$ cat src/rtl/tone_pkg.sv
// Shared types and constants for the tone detector: FSM state encoding, channel-index width
// helper, and direction codes used downstream to map det_ch onto motion commands.
package tone_pkg;

    typedef enum logic [1:0] {
        StIdle    = 2'd0,
        StQualify = 2'd1,
        StLocked  = 2'd2,
        StRelease = 2'd3
    } tone_state_e;

    localparam logic [2:0] STOP     = 3'b100;
    localparam logic [2:0] STRAIGHT = 3'b000;
    localparam logic [2:0] LEFT     = 3'b001;
    localparam logic [2:0] RIGHT    = 3'b010;
    localparam logic [2:0] BACK     = 3'b011;

    function automatic int unsigned ch_idx_w(input int unsigned n_ch);
        return (n_ch > 1) ? $clog2(n_ch) : 1;
    endfunction

endpackage

$ cat src/rtl/tone_channel_qual.sv
// One tone channel: 2-flop synchroniser, saturating high-time counter and a single-cycle
// qualify strobe when the tone has been high for HOLD_CYCLES synchronised cycles.
module tone_channel_qual #(
    parameter int unsigned HOLD_CYCLES = 12_500_000,
    parameter int unsigned CNT_W       = 32
) (
    input  logic clk,
    input  logic rst_n,
    input  logic tone_i,
    input  logic clear_i,
    output logic tone_sync_o,
    output logic qualify_o
);

    localparam logic [CNT_W-1:0] HoldLast = CNT_W'(HOLD_CYCLES - 1);

    logic             sync1_q;
    logic             sync2_q;
    logic [CNT_W-1:0] cnt_q;
    logic [CNT_W-1:0] cnt_d;

    always_ff @(posedge clk or negedge rst_n) begin
        if (!rst_n) begin
            sync1_q <= 1'b0;
            sync2_q <= 1'b0;
            cnt_q   <= '0;
        end else begin
            sync1_q <= tone_i;
            sync2_q <= sync1_q;
            cnt_q   <= cnt_d;
        end
    end

    // Any low cycle restarts the count; the count sticks at all-ones instead of wrapping.
    always_comb begin
        cnt_d = cnt_q;
        if (clear_i || !sync2_q) begin
            cnt_d = '0;
        end else if (cnt_q != '1) begin
            cnt_d = cnt_q + CNT_W'(1);
        end
    end

    assign tone_sync_o = sync2_q;
    assign qualify_o   = sync2_q && (cnt_q == HoldLast);

endmodule

$ cat src/rtl/tone_detector_n.sv
// N-channel tone detector: qualifies a sustained tone on any channel, locks onto the lowest
// qualifying index, holds it through short dropouts and flags competing tones while locked.
module tone_detector_n
    import tone_pkg::*;
#(
    parameter int unsigned N_CH           = 5,
    parameter int unsigned HOLD_CYCLES    = 12_500_000,
    parameter int unsigned RELEASE_CYCLES = 1_250_000,
    parameter int unsigned CNT_W          = 32
) (
    input  logic                        clk,
    input  logic                        rst_n,
    input  logic [N_CH-1:0]             tone_in,
    input  logic                        clear,
    output logic [ch_idx_w(N_CH)-1:0]   det_ch,
    output logic                        det_valid,
    output logic                        locked,
    output logic [N_CH-1:0]             tone_active,
    output logic                        conflict
);

    localparam int unsigned      IdxW    = ch_idx_w(N_CH);
    localparam logic [CNT_W-1:0] RelLast = CNT_W'(RELEASE_CYCLES - 1);

    logic [N_CH-1:0] tone_sync;
    logic [N_CH-1:0] qualify;

    for (genvar g = 0; g < N_CH; g++) begin : g_ch
        tone_channel_qual #(
            .HOLD_CYCLES (HOLD_CYCLES),
            .CNT_W       (CNT_W)
        ) u_qual (
            .clk         (clk),
            .rst_n       (rst_n),
            .tone_i      (tone_in[g]),
            .clear_i     (clear),
            .tone_sync_o (tone_sync[g]),
            .qualify_o   (qualify[g])
        );
    end

    tone_state_e      state_q;
    tone_state_e      state_d;
    logic [IdxW-1:0]  det_ch_q;
    logic [IdxW-1:0]  det_ch_d;
    logic             det_valid_q;
    logic             det_valid_d;
    logic             conflict_q;
    logic             conflict_d;
    logic [CNT_W-1:0] rel_cnt_q;
    logic [CNT_W-1:0] rel_cnt_d;

    logic [IdxW-1:0]  win_idx;
    logic [N_CH-1:0]  lock_mask;
    logic             lock_tone;
    logic             other_qual;

    // Scan from the top so the lowest qualifying index is the one left standing.
    always_comb begin
        win_idx = '0;
        for (int i = N_CH - 1; i >= 0; i--) begin
            if (qualify[i]) begin
                win_idx = IdxW'(i);
            end
        end
    end

    always_comb begin
        lock_mask = '0;
        for (int i = 0; i < N_CH; i++) begin
            lock_mask[i] = (det_ch_q == IdxW'(i));
        end
    end

    assign lock_tone  = |(tone_sync & lock_mask);
    assign other_qual = |(qualify & ~lock_mask);

    always_ff @(posedge clk or negedge rst_n) begin
        if (!rst_n) begin
            state_q     <= StIdle;
            det_ch_q    <= '0;
            det_valid_q <= 1'b0;
            conflict_q  <= 1'b0;
            rel_cnt_q   <= '0;
        end else begin
            state_q     <= state_d;
            det_ch_q    <= det_ch_d;
            det_valid_q <= det_valid_d;
            conflict_q  <= conflict_d;
            rel_cnt_q   <= rel_cnt_d;
        end
    end

    always_comb begin
        state_d     = state_q;
        det_ch_d    = det_ch_q;
        det_valid_d = 1'b0;
        conflict_d  = conflict_q;
        rel_cnt_d   = '0;
        if (clear) begin
            state_d    = StIdle;
            conflict_d = 1'b0;
        end else begin
            unique case (state_q)
                StIdle: begin
                    if (|tone_sync) begin
                        state_d = StQualify;
                    end
                end
                StQualify: begin
                    if (|qualify) begin
                        state_d     = StLocked;
                        det_ch_d    = win_idx;
                        det_valid_d = 1'b1;
                    end else if (!(|tone_sync)) begin
                        state_d = StIdle;
                    end
                end
                StLocked: begin
                    if (other_qual) begin
                        conflict_d = 1'b1;
                    end
                    if (!lock_tone) begin
                        state_d = StRelease;
                    end
                end
                StRelease: begin
                    if (other_qual) begin
                        conflict_d = 1'b1;
                    end
                    // A completed release count wins over the tone returning on that same cycle.
                    if (rel_cnt_q == RelLast) begin
                        state_d = StIdle;
                    end else if (lock_tone) begin
                        state_d = StLocked;
                    end else begin
                        rel_cnt_d = rel_cnt_q + CNT_W'(1);
                    end
                end
                default: state_d = StIdle;
            endcase
        end
    end

    assign det_ch      = det_ch_q;
    assign det_valid   = det_valid_q;
    assign locked      = (state_q == StLocked) || (state_q == StRelease);
    assign tone_active = tone_sync;
    assign conflict    = conflict_q;

endmodule
$ cat config.mk
export PLATFORM = sky130hd
export DESIGN_NAME = tone_detector_n
export DESIGN_NICKNAME = d
export VERILOG_FILES = /design/src/rtl/tone_pkg.sv /design/src/rtl/tone_channel_qual.sv /design/src/rtl/tone_detector_n.sv
export SDC_FILE = /design/constraint.sdc
export NUM_CORES = 1
export LEC_CHECK = 0
export CAP_MARGIN = 20
export CORE_ASPECT_RATIO = 1.2
export CORE_MARGIN = 1.5
export CORE_UTILIZATION = 50
export CTS_BUF_LIST = sky130_fd_sc_hd__clkbuf_16
export CTS_CLUSTER_DIAMETER = 60
export CTS_CLUSTER_SIZE = 24
export DETAILED_ROUTE_END_ITERATION = 12
export DONT_BUFFER_PORTS = 1
export GPL_TIMING_DRIVEN = 0
export PLACE_DENSITY_LB_ADDON = 0.05
export SLEW_MARGIN = 30
export SYNTH_ARGS = -nofsm -noshare
export SYNTH_HDL_FRONTEND = slang
export SYNTH_SLANG_ARGS = --single-unit
$ cat constraint.sdc
create_clock -name clk -period 2.5 [get_ports clk]
set_clock_uncertainty 0.15 [all_clocks]
set_input_delay 0.375 -clock clk [delete_from_list [all_inputs] [get_ports clk]]
set_output_delay 0.375 -clock clk [all_outputs]
set_load 0.02 [all_outputs]
# Yosys cells after proc, flatten, opt, wreduce, memory -nomap -nowiden
# Cells that the tools add are included.
[classes]
n_reduce_logical = 33
bitwise_logic = 4
n_eq_ne = 22
add_sub_neg = 6
n_mux = 33
[op_table]
columns = ["operator", "n"]
rows = [
  ["2-to-1 mux 32 bit", 14],
  ["adder 32 x 1 -> 32 bit (second input constant)", 6],
  ["equality test 32 x 24 -> 1 bit (second input constant)", 5],
  ["inequality test 32 bit (second input constant)", 5],
  ["equality test 32 x 21 -> 1 bit (second input constant)", 1],
  ["OR reduction 5 bit", 4],
  ["2-to-1 mux 3 bit", 5],
  ["2-to-1 mux 2 bit", 7],
  ["nonzero test 2 bit", 7],
  ["bitwise AND 5 bit", 2],
  ["inequality test 4 bit (second input constant)", 2],
  ["one-hot mux 2 bit (4 select lines)", 1],
  ["equality test 3 x 2 -> 1 bit (second input constant)", 2],
  ["logical OR 1 bit", 6],
  ["2-to-1 mux 1 bit", 6],
  ["inequality test 3 bit (second input constant)", 2],
  ["logical AND 1 bit", 5],
  ["zero test 1 bit", 5],
  ["NOT 5 bit", 1],
  ["equality test 2 bit (second input constant)", 2],
  ["AND reduction 4 bit", 1],
  ["equality test 3 x 1 -> 1 bit (second input constant)", 1],
  ["equality test 3 bit (second input constant)", 1],
  ["zero test 3 bit", 1],
  ["6 further kinds", 6],
]
[totals]
wordCells = 118
ff_bits = 209
output_inout_bits = 11
inputBits = 8

# Logic depth before layout (Yosys ltp)
# Gate-level depths: netlist (run 1).
[depth]
word_depth = 7
ltp_mapped = 9
ltp_nobuf = 7

# Cells and area by module
# A second synthesis (run 1) with hierarchy kept.
[hier_totals]
cells_unflattened = 1264
hier_area_um2 = 11916.4
[by_module_without_submodules]
columns = ["module", "area_per_inst_um2", "seq_area_each_um2", "cells_each", "n_inst"]
rows = [
  ["tone_channel_qual at g_ch[0].u_qual ...", 1949.4, 850.8, 206, 4],
  ["tone_detector_n", 2190.9, 975.9, 232, 1],
  ["tone_channel_qual at g_ch[2].u_qual", 1928.1, 850.8, 208, 1],
]

# Worst setup path before layout (run 1)
# No wires, ideal clock.
[synth_path]
path_kind = "register to register"
startpoint = "register g_ch[3].u_qual.cnt_q[0]"
endpoint = "register state_q[1]"
setup_slack_ns = 0.228
t_arrival_ns = 2.044
synth_period_minus_slack_ns = 2.272
stages_incl_launch_ff = 8
cell_sequence = "dfrtp_1 -> ha_1 -> nand2_1 -> nor4_1 -> or4b_1 -> nor4bb_1 -> a211o_1 -> a21oi_1"
[synth_via]
elab_chain_len = 6
elab_cells_between_ends = 8
[synth_lines]
columns = ["item", "line", "text"]
rows = [
  ["start, declared", "tone_channel_qual.sv:19", "logic [CNT_W-1:0] cnt_q;"],
  ["start signal, assigned", "tone_channel_qual.sv:30", "cnt_q <= cnt_d;"],
  ["equality test 32 x 24 -> 1 bit (*)", "tone_channel_qual.sv:45", "assign qualify_o = sync2_q && (cnt_q == HoldLast);"],
  ["logical AND 1 bit (*)", "tone_channel_qual.sv:45", ""],
  ["OR reduction 5 bit (*)", "tone_detector_n.sv:111", "if (|qualify) begin"],
  ["2-to-1 mux 2 bit", "tone_detector_n.sv:111", ""],
  ["one-hot mux 2 bit (4 select lines)", "tone_detector_n.sv:104", "unique case (state_q)"],
  ["2-to-1 mux 2 bit", "tone_detector_n.sv:100", "if (clear) begin"],
  ["end signal, assigned", "tone_detector_n.sv:80", "state_q <= StIdle;"],
  ["end signal, assigned", "tone_detector_n.sv:86", "state_q <= state_d;"],
  ["end, declared", "tone_detector_n.sv:42", "tone_state_e state_q;"],
]
# Mark *: on every way between the ends. The rest lies on a longest branch, timed or not.
# A chain may end at the register's enable or synchronous reset.

# Worst setup path after layout (run 1)
[layout_path]
startpoint = "register g_ch[3].u_qual.cnt_q[2]"
endpoint = "register g_ch[3].u_qual.cnt_q[31]"
[layout_via]
elab_chain_len = 3
elab_cells_between_ends = 5
[layout_lines]
columns = ["item", "line", "text"]
rows = [
  ["adder 32 x 1 -> 32 bit", "tone_channel_qual.sv:40", "cnt_d = cnt_q + CNT_W'(1);"],
  ["2-to-1 mux 32 bit", "tone_channel_qual.sv:39", "end else if (cnt_q != '1) begin"],
  ["2-to-1 mux 32 bit", "tone_channel_qual.sv:37", "if (clear_i || !sync2_q) begin"],
]
# Parallel ways exist; a longest one is shown, timed or not. The select of a mux whose other input is x is not followed.

==> results of run 1 <==
## worst max-delay path, cell delays in order (launching register included)
cell and delay (ps):
dfrtp_1 470, nand3_1 300, or4_4 640, nor3_2 470, a211oi_1 150, a31o_2 240
## timing repair
item	in CTS	in global routing
endpoints found under the hold margin	214	209
setup endpoints to repair	63	124
buffers inserted	3	15
resized for setup	16	51
pin swaps	2	10
## cell usage after synthesis, types with 4 or more instances
master      n  area share
and4_1     24       0.019
ha_1        6      0.0068
o211ai_1    8      0.0054
nor2_1    185       0.063
o21ai_0    48       0.022
nor4b_1    13       0.010
nand3_1    76       0.034
dfrtp_1   209        0.47
buf_2       5      0.0023
xor2_1     87       0.069
nor4_1     33       0.019
nor4bb_1    4      0.0036
nor3_1     44       0.020
o31ai_1     4      0.0027
and3_1     34       0.019
a31o_2      4      0.0032
xnor2_1    56       0.044
inv_1      17      0.0058
nand2b_1    7      0.0040
a211oi_1    4      0.0027
or3_1      28       0.016
or4_1      11      0.0075
clkbuf_1   42       0.014
or4b_1      4      0.0036
nand2_1    79       0.027
nor2b_1     8      0.0045
a21oi_1    34       0.015
mux2i_1     5      0.0045
nand4_1    64       0.036
and2_1     18       0.010
buf_4       5      0.0034
## area by class of cell
cell class              count  area, um2  share of cell area
flip-flops and latches    209       5240               0.419
repair buffers             23        185              0.0148
multi-input cells         922       5770               0.462
plain buffers              51        234              0.0187
clock inverters            14        178              0.0142
well taps                 274        343              0.0274
inverters                  17       63.8             0.00511
clock buffers              19        475              0.0381
## worst max-delay path by stage
stage / startpoint / to / slack [ps] / depth (start not counted)
global route: g_ch[3].u_qual.cnt_q[2]$_DFFE_PN0P_ / g_ch[3].u_qual.cnt_q[31]$_DFFE_PN0P_ / -160 / 5
floorplan: g_ch[3].u_qual.cnt_q[0]$_DFFE_PN0P_ / state_q[1]$_DFFE_PN0P_ / 230 / 7
detailed placement: g_ch[3].u_qual.cnt_q[0]$_DFFE_PN0P_ / det_ch[1]$_DFFE_PN0P_ / -280 / 7
finish: g_ch[3].u_qual.cnt_q[2]$_DFFE_PN0P_ / g_ch[3].u_qual.cnt_q[31]$_DFFE_PN0P_ / -20 / 5
global placement: g_ch[3].u_qual.cnt_q[0]$_DFFE_PN0P_ / det_ch[0]$_DFFE_PN0P_ / -300 / 7
CTS: g_ch[3].u_qual.cnt_q[5]$_DFFE_PN0P_ / g_ch[3].u_qual.cnt_q[13]$_DFFE_PN0P_ / 5 / 9
## flip-flops by register name (all words and copies together), names as in the netlist
signal,count
state_q,2
conflict,1
det_ch,3
rel_cnt_q,32
det_valid,1
g_ch.u_qual.cnt_q,160
g_ch.u_qual.tone_sync_o,5
g_ch.u_qual.sync1_q,5
## cells by family after synthesis
family | count (synthesis) | share of synthesized area
AND/OR/NAND/NOR | 649 | 0.312
buffers and inverters | 71 | 0.0264
multiplexers | 5 | 0.00453
flip-flops | 209 | 0.473
XOR/XNOR | 143 | 0.113
AO/OA/AOI/OAI | 119 | 0.0641
adder cells (fa/ha/maj) | 6 | 0.00679
## power groups by stage
stage	combinational (uW)	sequential, uW	clock (uW)
final	111	3420	3140
after global placement	103	3480	0
after floorplan	76.1	3470	0
after global routing	126	3420	3370
after detailed placement	103	3480	0
after CTS	110	3420	3220
## routing by layer
| layer | wire length (um) | GRT usage | share of wire |
|---|---|---|---|
| met3 | 1190 | 0.0384 | 0.047 |
| met5 | 0 | 0 | 0 |
| met1 | 12100 | 0.313 | 0.48 |
| met2 | 11500 | 0.342 | 0.46 |
| met4 | 400 | 0.0476 | 0.016 |
## through the flow
| stage | area, um2 | setup TNS (ps) |
|---|---|---|
| 2_1_floorplan | 11100 | 0 |
| 3_3_place_gp | 11400 | -4940 |
| 3_5_place_dp | 11400 | -5080 |
| 4_1_cts | 12200 | 0 |
| 5_1_grt | 12500 | -928 |
| 6_report | 12500 | -29.5 |
==> metrics, run 1 <==
Tot GR Track Use=0.216; CP max FO=9; Overflow after GRT=0; commonest non-fill, non-tap cell in the layout=dfrtp_1; Detail Route Antenna Nets=0; required time of the worst setup path=2750 ps; layout cells sized above 1=0.0956; Die X=139 um; Cells after DPL=1,476; Critical R2R Launch=g_ch[3].u_qual.cnt_q[2]$_DFFE_PN0P_; crit share post-route=1.01; crit path capture type=flip-flop; RSZ-0062 raised after global routing=true; Mapped Cells=1,202; TritonRoute pass-1 iters=4; Post-Syn Area=11,100 um2; r2r endpoint=g_ch[3].u_qual.cnt_q[31]$_DFFE_PN0P_; Yosys reg bits=209; Synth cell types=57; switch share=0.225; switching pwr=1500 uW; Logic pwr share=0.017; most frequent cells in the layout=dfrtp_1 (201), nor2_1 (183), xor2_1 (87); Synth-to-Final Area Change=13.0%; routed wire length=25,200 um; status=finished with violations; crit path kind=reg -> reg; top_reg_cell synth=dfrtp_1; syn avg cell area=9.20 um2; Slew headroom=0.578; Post-synth EDFFs=0; Leak=0.00486 uW; sequential area share after synthesis=0.473; Clk network pwr share=0.471; fin cells=1,529; Avg WL per Cell=16.5 um; VDD IR max=0.000950 V; reg2reg path depth=5; Final nets=1,257; io pins=19; IO buf count=0; Post-Syn Nets=1,216; Internal=5170 uW; startpoint types=flip-flop; Final Hold Violating Endpoints=209; number of vias in the routed layout=8,796; setup violators final=2; hold bufs inserted after CTS=5; largest net degree at the start of global routing=210; first-pass GRT wire length=42,200 um; Detailed Place HPWL=16,600 um; initial DRC count=426; max capacitance violation total=0; Die ar.=23,000 um2; HP Class=in -> async; r2r setup slk=-20 ps; Core ar.=21,700 um2; initial antenna violation count=0; vias in the first global route=8,375; Starting Density=0.510; achievable frequency=0.397 GHz; worst-skew pair later-pin latency=510 ps; YS warnings=0; max-slew violations=0; chip height=166 um; Clock Path Buffers=3; TritonCTS buffer count=19; GPL Wtd Cong=0.876; dpl ws=-283 ps; failing checks=negative hold slack, negative setup slack; # rows=59; clock sink total=209; Arrival @ worst endpoint=2770 ps; Tot Pwr=6670 uW; number of vias per cell=5.75; CTS clk-pin slew, worst paths=80 ps; Worst-Margin Slew=628 ps; setup ws final=-17.5 ps; Finished Core Util=0.576; Flop pwr share=0.512; TritonCTS clock tree=built; Root Buffer=clkbuf_16; P per Cell Area=534 nW/um2; Diodes inserted=0; crit path time final=2520 ps; DRC viols=0; hold_ws=-590 ps; Filler cells=1,987; Post-synth ARST share=1.00; H-tree Lvls=1
No activity file was read; power rests on OpenSTA's default activity.
==> run 2: changes to the inputs <==
--- a/config.mk
+++ b/config.mk
@@ -6,7 +6,7 @@
 export NUM_CORES = 1
 export LEC_CHECK = 0
 export CAP_MARGIN = 20
-export CORE_ASPECT_RATIO = 1.2
+export CORE_ASPECT_RATIO = 0.6
 export CORE_MARGIN = 1.5
 export CORE_UTILIZATION = 50
 export CTS_BUF_LIST = sky130_fd_sc_hd__clkbuf_16
==> constraint.sdc (replaced) <==
create_clock -name clk -period 2.5 [get_ports clk]
set_clock_uncertainty 0.15 [all_clocks]
set_input_delay 0.125 -clock clk [delete_from_list [all_inputs] [get_ports clk]]
set_output_delay 0.125 -clock clk [all_outputs]
set_load 0.02 [all_outputs]
==> run 2 against run 1 <==
Net effect: the flow finishes with violations (negative hold slack); sequential share of layout area is 0.25 points higher; global-route usage increased by 0.69 points; register-to-register slack improved by 70 ps; die area grew 0.11%; first-iteration DRC count grew 91%; clock-buffer cell count fell by 4; sequential cell count stayed put; core utilization is 0.74 points higher; largest cell class unchanged.
==> metrics, run 2 (synthesis gave the netlist of run 1 again) <==
placed cell areas=11,400 um2; Synth-to-Final Area Change=12.5%; max-slew violations=0; Worst-Margin Slew=784 ps; max reg flops=160; Core ar.=21,300 um2; startpoint types=flip-flop; HP Class=in -> async; number of vias in the routed layout=8,855; routed wire length=25,600 um; r2r endpoint=state_q[1]$_DFFE_PN0P_; TritonRoute pass-1 iters=5; Diodes inserted=0; achievable frequency=0.408 GHz; VDD IR max=0.000383 V; DRC viols=0; H-tree Lvls=1; CTS clk-pin slew, worst paths=90 ps; switch share=0.233; initial antenna violation count=1; TritonCTS clock tree=built; Detailed Place HPWL=17,300 um; CP max FO=6; r2r setup slk=50 ps; failing checks=negative hold slack; hold_ws=-838 ps; critical path, cell by cell=ha_4 > nand2_4 > nor4_4 > or4b_4 > nor4bb_4 > a211o_1 > a21oi_2; fin cells=1,529; biggest regs=g_ch.u_qual.cnt_q: 160 flops, rel_cnt_q: 32 flops; Crit path buffers/inverters=0; Multi-input gate area=5790 um2; Logic pwr share=0.019; number of vias per cell=5.79; Clock Path Buffers=3; GPL Wtd Cong=0.862; Final Hold Violating Endpoints=209; critical path depth=7; Cells after DPL=1,481; Root Buffer=clkbuf_16; Detail Route Antenna Nets=0; reg2reg path depth=7; vias in the first global route=7,779; Avg WL per Cell=16.8 um; # rows=41; Tot Pwr=6280 uW; register area=5250 um2; first-pass GRT wire length=42,200 um; commonest non-fill, non-tap cell in the layout=dfrtp_1; crit share post-route=0.980; largest net degree at the start of global routing=210; layout cells sized above 1=0.100; fin area=12,400 um2; Arrival @ worst endpoint=2740 ps; TritonCTS buffer count=15; chip height=118 um; Internal=4820 uW; Flop pwr share=0.544; CP max-delay cell=or4b_4; switching pwr=1470 uW; setup violators final=0; Filler cells=1,875; Final nets=1,255; Starting Density=0.518; Leak=0.00483 uW; Critical R2R Launch=g_ch[3].u_qual.cnt_q[1]$_DFFE_PN0P_; P per Cell Area=505 nW/um2; status=finished with violations; crit path time final=2450 ps; crit path capture type=flip-flop; Largest delay share family, worst path=simple AND/OR/NAND/NOR gates; Overflow after GRT=0; io pins=19; initial DRC count=813; most frequent cells in the layout=dfrtp_1 (193), nor2_1 (183), xor2_1 (87); worst-skew pair later-pin latency=510 ps; Tot GR Track Use=0.223; Die ar.=23,000 um2; most flop-heavy register=g_ch.u_qual.cnt_q; clock sink total=209; max incr delay on CP=540 ps; Die X=195 um; Clk network pwr share=0.437; crit path kind=reg -> reg; hold bufs inserted after CTS=8; IO buf count=0; Slew headroom=0.470; max capacitance violation total=0; RSZ-0062 raised after global routing=true; required time of the worst setup path=2790 ps
==> run 2: cell types whose count changed in the layout (fill, tap and decap cells not counted), sizes merged <==
cell,change
clkinvlp,-4
clkbuf,-6
clkinv,+3
buf,+1
bufinv,-1
dlygate4sd3,+3
inv,-1
==> run 2: cell type report <==
type	count	area share
repair buffers	26	0.0173
inverters	17	0.00513
clock inverters	11	0.0128
flip-flops and latches	209	0.422
plain buffers	50	0.0191
well taps	279	0.0281
clock buffers	15	0.0302
multi-input cells	922	0.466
==> run 2: power by group through the flow <==
stage / Combinational [uW] / Sequential, uW / Clock, uW
after detailed placement: 105 / 3480 / 0
final: 120 / 3420 / 2750
after global placement: 103 / 3480 / 0
after CTS: 115 / 3420 / 2830
after floorplan: 76.1 / 3470 / 0
after global routing: 132 / 3420 / 2940
==> run 2: how the worst max path moves through the flow <==
stage / startpoint / to
2_1_floorplan: g_ch[3].u_qual.cnt_q[0]$_DFFE_PN0P_ / state_q[1]$_DFFE_PN0P_
3_3_place_gp: rel_cnt_q[22]$_DFF_PN0_ / rel_cnt_q[28]$_DFF_PN0_
3_5_place_dp: rel_cnt_q[22]$_DFF_PN0_ / rel_cnt_q[20]$_DFF_PN0_
4_1_cts: g_ch[4].u_qual.cnt_q[4]$_DFFE_PN0P_ / g_ch[4].u_qual.cnt_q[21]$_DFFE_PN0P_
5_1_grt: g_ch[3].u_qual.cnt_q[1]$_DFFE_PN0P_ / state_q[1]$_DFFE_PN0P_
6_report: g_ch[3].u_qual.cnt_q[1]$_DFFE_PN0P_ / state_q[1]$_DFFE_PN0P_
==> run 2: routing by layer <==
layer	up-vias	wire length, um	track usage
li1	4362	-	-
met1	4273	14300	0.389
met2	192	9760	0.281
met3	28	1190	0.0354
met4	0	423	0.0368
met5	-	0	0
==> run 2: timing repair <==
| action | 4_1_cts | 5_1_grt |
|---|---|---|
| gates cloned | 0 | 0 |
| gates resized for setup | 23 | 61 |
| buffers inserted | 0 | 18 |
| setup endpoints to repair | 74 | 119 |
| pin swaps | 1 | 12 |
| endpoints found under the hold margin | 219 | 209 |
==> run 2: through the flow <==
step	utilization	setup TNS, ps	hold slack [ps]	setup slack [ps]
final	0.583	0	-838	50.1
after global routing	0.583	-48.8	-860	-31.7
after CTS	0.568	0	-860	3.74
after detailed placement	0.535	-11710	-313	-294
after global placement	0.535	-12270	-314	-344
after floorplan	-	0	-321	228
